[config.mk]
export PLATFORM = sky130hd
export DESIGN_NAME = pixel_writeback
export DESIGN_NICKNAME = d
export VERILOG_FILES = /design/src/rtl/pixel_writeback.sv
export SDC_FILE = /design/constraint.sdc
export NUM_CORES = 1
export LEC_CHECK = 0
export CORE_MARGIN = 4
export CORE_UTILIZATION = 53
export CTS_CLUSTER_SIZE = 8
export DETAILED_ROUTE_END_ITERATION = 8
export PLACE_DENSITY = 0.77
export RECOVER_POWER = 100
export SETUP_SLACK_MARGIN = 0.05
export SYNTH_ARGS = -nofsm -noshare
export SYNTH_HDL_FRONTEND = slang
export SYNTH_SLANG_ARGS = --single-unit
[constraint.sdc]
create_clock -name clk -period 5 [get_ports clk]
set_input_delay 0.75 -clock clk [delete_from_list [all_inputs] [get_ports clk]]
set_output_delay 0.75 -clock clk [all_outputs]
set_load 0.01 [all_outputs]
[src/rtl/pixel_writeback.sv]
// Pixel write-back buffer: queues accepted pixels from the ray marcher in a small
// FIFO, drains them into frame memory in order, and counts completed frames.
module pixel_writeback #(
  parameter int DEPTH        = 8,
  parameter int FRAME_PIXELS = 307200
) (
  input  logic        clk,
  input  logic        rst,
  input  logic        in_wea,
  input  logic [19:0] in_addr,
  input  logic [5:0]  in_rgb,
  output logic        in_ready,
  output logic        mem_we,
  output logic [19:0] mem_addr,
  output logic [5:0]  mem_data,
  input  logic        mem_ready,
  output logic        frame_done,
  output logic [15:0] frame_count,
  output logic        overflow,
  output logic        addr_err
);

  localparam int PW = (DEPTH > 1) ? $clog2(DEPTH) : 1;
  localparam int CW = PW + 1;
  localparam logic [CW-1:0] FULL_COUNT = CW'(DEPTH);
  localparam logic [20:0]   ADDR_LIMIT = 21'(FRAME_PIXELS);
  localparam logic [18:0]   LAST_PIXEL = 19'(FRAME_PIXELS - 1);

  // Handshake: upstream is never stalled. A pixel is taken on any edge with
  // in_wea=1, an in-range address and room in the FIFO; otherwise it is dropped
  // and flagged. Memory side: a write completes on an edge where mem_we and
  // mem_ready are both high; head data holds while mem_ready is low.

  logic [25:0]   fifo_mem [DEPTH];
  logic [PW-1:0] wr_ptr;
  logic [PW-1:0] rd_ptr;
  logic [CW-1:0] occupancy;
  logic [18:0]   pixel_count;

  logic addr_ok;
  logic is_full;
  logic is_empty;
  logic push;
  logic pop;

  assign addr_ok  = {1'b0, in_addr} < ADDR_LIMIT;
  assign is_full  = (occupancy == FULL_COUNT);
  assign is_empty = (occupancy == '0);
  assign push     = in_wea & addr_ok & ~is_full;
  assign pop      = ~is_empty & mem_ready;

  // Outputs depend on registered state only.
  assign in_ready             = ~is_full;
  assign mem_we               = ~is_empty;
  assign {mem_addr, mem_data} = fifo_mem[rd_ptr];

  // Storage needs no reset: contents are only visible once occupancy says so.
  always_ff @(posedge clk) begin
    if (push) begin
      fifo_mem[wr_ptr] <= {in_addr, in_rgb};
    end
  end

  always_ff @(posedge clk) begin
    if (rst) begin
      wr_ptr    <= '0;
      rd_ptr    <= '0;
      occupancy <= '0;
    end else begin
      if (push) begin
        wr_ptr <= wr_ptr + PW'(1);
      end
      if (pop) begin
        rd_ptr <= rd_ptr + PW'(1);
      end
      case ({push, pop})
        2'b10:   occupancy <= occupancy + CW'(1);
        2'b01:   occupancy <= occupancy - CW'(1);
        default: occupancy <= occupancy;
      endcase
    end
  end

  // Frame boundaries follow completed memory writes, not accepted inputs.
  always_ff @(posedge clk) begin
    if (rst) begin
      pixel_count <= '0;
      frame_count <= '0;
      frame_done  <= 1'b0;
    end else begin
      frame_done <= 1'b0;
      if (pop) begin
        if (pixel_count == LAST_PIXEL) begin
          pixel_count <= '0;
          frame_count <= frame_count + 16'd1;
          frame_done  <= 1'b1;
        end else begin
          pixel_count <= pixel_count + 19'd1;
        end
      end
    end
  end

  // An out-of-range address wins over a full FIFO when classifying a drop.
  always_ff @(posedge clk) begin
    if (rst) begin
      overflow <= 1'b0;
      addr_err <= 1'b0;
    end else if (in_wea) begin
      if (!addr_ok) begin
        addr_err <= 1'b1;
      end else if (is_full) begin
        overflow <= 1'b1;
      end
    end
  end

endmodule

Word-level counts from Yosys, hierarchy flattened
Memory sizes are Yosys's and may differ from the RTL's. A register that Yosys moved wholly into a read port is not among the register bits.
Index checks and enable logic that the tools add are counted.
{"block": "classes", "n_addsub": 6, "n_mul": 0, "div_mod_pow": 0, "n_lt_le_gt_ge": 1, "n_eq_ne": 4, "shifts": 0, "mux": 7, "bitwise_logic": 7, "reduce_logical": 6}
{"op": "20-bit by 19-bit < comparator with 1-bit output, second input constant", "count": 1}
{"op": "19-bit by 1-bit adder with 19-bit output, second input constant", "count": 1}
{"op": "19-bit == test, second input constant", "count": 1}
{"op": "19-bit 2-to-1 mux", "count": 1}
{"op": "16-bit by 1-bit adder with 16-bit output, second input constant", "count": 1}
{"op": "4-bit one-hot mux with 2 select lines", "count": 1}
{"op": "3-bit by 1-bit adder with 3-bit output, second input constant", "count": 2}
{"op": "3-bit 2-to-1 mux", "count": 2}
{"op": "4-bit by 1-bit adder with 4-bit output, second input constant", "count": 1}
{"op": "4-bit == test, second input constant", "count": 1}
{"op": "4-bit zero test", "count": 1}
{"op": "1-bit NOT", "count": 4}
{"op": "2-bit AND reduction", "count": 2}
{"op": "4-bit by 1-bit subtractor with 4-bit output, second input constant", "count": 1}
{"op": "1-bit AND", "count": 3}
{"op": "1-bit 2-to-1 mux", "count": 3}
{"op": "3-bit AND reduction", "count": 1}
{"op": "2-bit by 1-bit == test with 1-bit output, second input constant", "count": 1}
{"op": "2-bit == test, second input constant", "count": 1}
{"op": "2-bit nonzero test", "count": 1}
{"op": "2-bit OR reduction", "count": 1}
{"block": "totals", "reg_bits": 48, "latch_bits": 0, "ramBits": 208, "rom_bits": 0, "input_bits": 30, "output_inout_bits": 47, "word_cells": 40, "mem_count": 1}
{"name": "fifo_mem", "words": 8, "width": 26, "read_ports": 1, "rd_clocked_by_memory_dff": 1, "write_ports": 1, "line_no": "34", "rtl": "logic [25:0] fifo_mem [DEPTH];"}

Logic depth before layout (Yosys ltp)
{"block": "logic_depth", "depth_word": 5, "depth_mapped": 11, "mapped_depth_nobuf": 11}

Worst setup path before layout
Ideal clock, no wire load.
{"block": "synth_timing", "path_type": "input -> register", "startpoint": "in in_addr[17]", "endpoint": "mem fifo_mem[2][0], enable pin", "setup_ps": 484, "t_arrival_ps": 4466, "t_required_ps": 4516, "setup_slack_ps": 50, "cell_stages": 5, "path_buffers": 0, "cell_sequence": "o21ai_0 -> o2111ai_1 -> nor2b_1 -> clkinv_1 -> nor4b_1"}
{"block": "synth_via", "elab_chain_len": 5}
{"element": "from (decl)", "line_no": "10", "rtl": "input logic [19:0] in_addr,"}
{"element": "20-bit by 19-bit < comparator with 1-bit output", "line_no": "46", "rtl": "assign addr_ok = {1'b0, in_addr} < ADDR_LIMIT;"}
{"element": "1-bit AND (2 in series)", "line_no": "49", "rtl": "assign push = in_wea & addr_ok & ~is_full;"}
{"element": "1-bit 2-to-1 mux", "line_no": "59", "rtl": "if (push) begin"}
{"element": "1-bit 2-to-1 mux (implied by the code)", "line_no": "60", "rtl": "fifo_mem[wr_ptr] <= {in_addr, in_rgb};"}
{"element": "to (decl)", "line_no": "34"}
Every way passes these cells.

Final worst setup path
{"block": "layout_timing", "startpoint": "in in_addr[17]", "endpoint": "mem fifo_mem[5][6], enable pin"}
The elaborated chain is that of the path after synthesis.

==> flow_summary_export.csv <==
group,metric,value,unit
clock_network,cts.hold.buffers_added,0,
sta,fmax,240,MHz
clock_network,cts_max_level,2,
die,start_util,53.8,%
pwr,p_per_area,439,nW/um2
status,outcome,"finished with violations",
clock_network,clock-root-buffer,"clkbuf_16",
routing,drt-initial-drc-count,268,
pwr,leakage,0.00400,uW
layout,nets,745,
clock_network,numCtsBuffers,38,
clock_network,clk_pin_slew,50,ps
setup_path,reg2reg_slack,1190,ps
setup_path,ff2ff_path_depth,9,
setup_path,arrival,4260,ps
global_route,grt-ovfl-total,0,
routing,wl,21400,um
logic_synthesis,synth_seq_cells,259,
placed_design,postPlaceCellArea,11600,um2
routing,ant_nets,0,
sta,clock_skew,19.2,ps
setup_path,regToRegStartpoint,"occupancy[0]",
logic_synthesis,postSynthAreaPerCell,17.2,um2
layout,syn_to_final_growth,20.1,%
placed_design,post-place-ws,1070,ps
global_route,grt_max_degree,53,
sta,tns,0,ps
logic_synthesis,synth_edf_count,208,
logic_synthesis,synthesis.area,10400,um2
die,die_h,148,um
layout,final_util,64.6,%
logic_synthesis,ys_warn_count,0,
min_path,min_from,"overflow",
sta,fin_ws,830,ps
sta,period_share,83.4,%
routing,drc,0,
layout,layoutNonFillerInstCount,985,
clock_network,worstSkewPairLatency,510,ps
logic_synthesis,ys.flop_type,"edfxtp_1",
sta,setup_viol,0,
setup_path,worstPathRequired,5090,ps
placed_design,hpwl,11800,um
die,ios,77,
setup_path,endpoint_kind,"register",
routing,vias,5854,
logic_synthesis,async_reset_ff_share,0,%
status,violations,"capacitance limit, slew limit",
sta,slew_headroom,-20.0,%
setup_path,crit_chain,"dlygate4sd3_1 -> o21ai_0 -> o2111ai_1 -> nor2b_1 -> clkinv_1 -> clkbuf_1 -> nor4b_1 -> clkbuf_1",
die,dieArea,22000,um2
logic_synthesis,synth_fp_nets,645,
die,core_region_area,19400,um2
min_path,min_to,"overflow",
clock_network,cts_setup_buffers,0,
routing,drt-wirelength-per-cell,21.7,um
sta,rsz0062_at_grt,"false",
logic_synthesis,yosysUniqueCellTypes,51,
sta,finalHoldViolations,0,
die,die_w,148,um
setup_path,rr_endpoint,"occupancy[2]",
min_path,hp-class,"register to register",
setup_path,crit_fanout,26,
setup_path,critical_path_buf_inv_count,4,
sta,tightestPinTransition,1800,ps
global_route,grt_pass1_wl,33600,um
placed_design,routabilityCongestion,0.785,
global_route,antenna_found_initial,1,
setup_path,max_stage_delay,1320,ps
setup_path,cp_slowest_cell,"clkbuf_1",
global_route,grt_usage,19.8,%
setup_path,crit_type,"input port to register",
setup_path,path_delay_family,"buffers and inverters",
logic_synthesis,yosysSeqAreaShare,69.6,%
placed_design,placed_cells,933,
routing,vias_per_cell,5.94,
placed_design,io_buffers,76,
layout,n_antenna_cell,0,
routing,first_pass_iters,5,
setup_path,crit_top_cell,"clkbuf_1",
setup_path,start_kind,"input port",
layout,drive_gt1_share,20.8,%
sta,period_minus_slack,4170,ps
clock_network,cts_resized,0,
clock_network,clock_path_buffers,3,
die,core.rowCount,51,
logic_synthesis,synth_cells,608,
global_route,first_global_vias,6162,
flow_run,maxCapViolations,4,
layout,postLayoutCellArea,12500,um2
sta,drv_slew,108,
min_path,whs_path_depth,1,
clock_network,cts_tree,"built",
pwr,ir_drop,0.000253,V
clock_network,clock_sinks,259,
state kept, by name, summed over array words and instances (netlist names), named ones only:
name,flops
rd_ptr,3
addr_err,1
pixel_count,19
wr_ptr,3
frame_count,16
occupancy,4
fifo_mem,208
frame_done,1
overflow,1
worst max-delay path by stage:
| stage | start | end | slack, ps | cells past startpoint |
|---|---|---|---|---|
| 2_1_floorplan | in_addr[17] | fifo_mem[2][0] | 50 | 5 |
| 3_3_place_gp | in_addr[17] | occupancy[2] | 1290 | 13 |
| 3_5_place_dp | in_addr[13] | occupancy[2] | 1070 | 13 |
| 4_1_cts | register | mem_data[4] | 1140 | 4 |
| 5_1_grt | in_addr[17] | fifo_mem[5][6] | 550 | 8 |
| 6_report | in_addr[17] | fifo_mem[5][6] | 830 | 8 |
cells by family after synthesis:
| family | synth area share [%] |
|---|---|
| xor gates and xnor gates | 1.01 |
| muxes | 15.1 |
| DFF | 69.6 |
| AOI/OAI and AO/OA | 4.04 |
| buffers and inverters | 1.69 |
| and+or+nand+nor | 7.71 |
| adders and majority gates | 0.839 |
worst register-to-register path: stages (launching register included):
cell and delay, ps:
dfxtp_1 380, o41ai_1 1260, inv_1 520, ha_1 420, xor2_1 170, ha_1 190
a21oi_1 210, xor2_1 130, or3_1 330, a21oi_1 140
power breakdown:
group	internal, uW	total [uW]	switching, uW
logic	451	726	275
clock network	1410	2260	843
registers	2380	2520	146
total	4240	5510	1260
cell type report:
| class | count | area, um2 |
|---|---|---|
| Clock buffer | 49 | 1020 |
| Clock inverter | 3 | 37.5 |
| Fill cell | 1367 | 6860 |
| Inverter | 11 | 41.3 |
| Multi-Input combinational cell | 308 | 2990 |
| Sequential cell | 259 | 7270 |
| Tap cell | 265 | 332 |
| Timing Repair Buffer | 90 | 837 |
synth_stat cells, types with 2 or more instances:
master	count	area [um2]
buf_1	3	11.3
nand4_1	12	75.1
dfxtp_1	51	1020
or3_1	7	43.8
and3_1	4	25.0
o41ai_1	8	70.1
nor3_1	3	15.0
and2_1	2	12.5
nor4_1	11	68.8
nand2b_1	2	12.5
or4_1	7	52.6
buf_2	8	40.0
edfxtp_1	208	6250
clkbuf_1	15	56.3
mux2_2	34	383
a211oi_1	2	15.0
o311ai_0	6	52.6
or2_2	5	31.3
a21oi_1	23	115
o21ai_0	8	40.0
buf_4	3	22.5
nand4b_1	3	26.3
nor2_1	24	90.1
xor2_1	6	52.6
nand2_1	22	82.6
o31ai_1	7	52.6
xnor2_1	6	52.6
ha_1	7	87.6
and4_1	4	35.0
mux2i_1	2	20.0
nor2b_1	9	56.3
nand3_1	15	75.1
nor4b_1	4	35.0
mux4_2	52	1170
inv_1	9	33.8
per-layer routing:
| metal | vias to the layer above | track usage (%) | routed length, um |
|---|---|---|---|
| met5 | - | 0 | 14 |
| met4 | 2 | 5.91 | 360 |
| met3 | 31 | 4.48 | 1210 |
| met2 | 197 | 34.3 | 11300 |
| met1 | 2972 | 25.2 | 8480 |
| li1 | 2652 | - | - |
per-stage QoR:
step	power [uW]	hold WS, ps
after floorplan	3050	447
after global placement	3320	460
after detailed placement	3340	474
after CTS	5630	486
after global routing	5740	490
final	5510	471
placed cells by master, fill, tap and decap left out, types with 9 or more instances in the layout:
cell type / Yosys / layout
nor2b_1: 9 / 9
clkbuf_16: 0 / 39
nor2_1: 24 / 24
nor4_1: 11 / 9
mux2_2: 34 / 34
dfxtp_1: 51 / 49
edfxtp_1: 208 / 208
nand3_1: 15 / 15
inv_1: 9 / 10
nand4_1: 12 / 12
clkbuf_1: 15 / 16
o41ai_1: 8 / 9
a21oi_1: 23 / 23
nand2_1: 22 / 22
dlygate4sd3_1: 0 / 73
mux4_2: 52 / 52
Power figures use the tool's default switching activity.
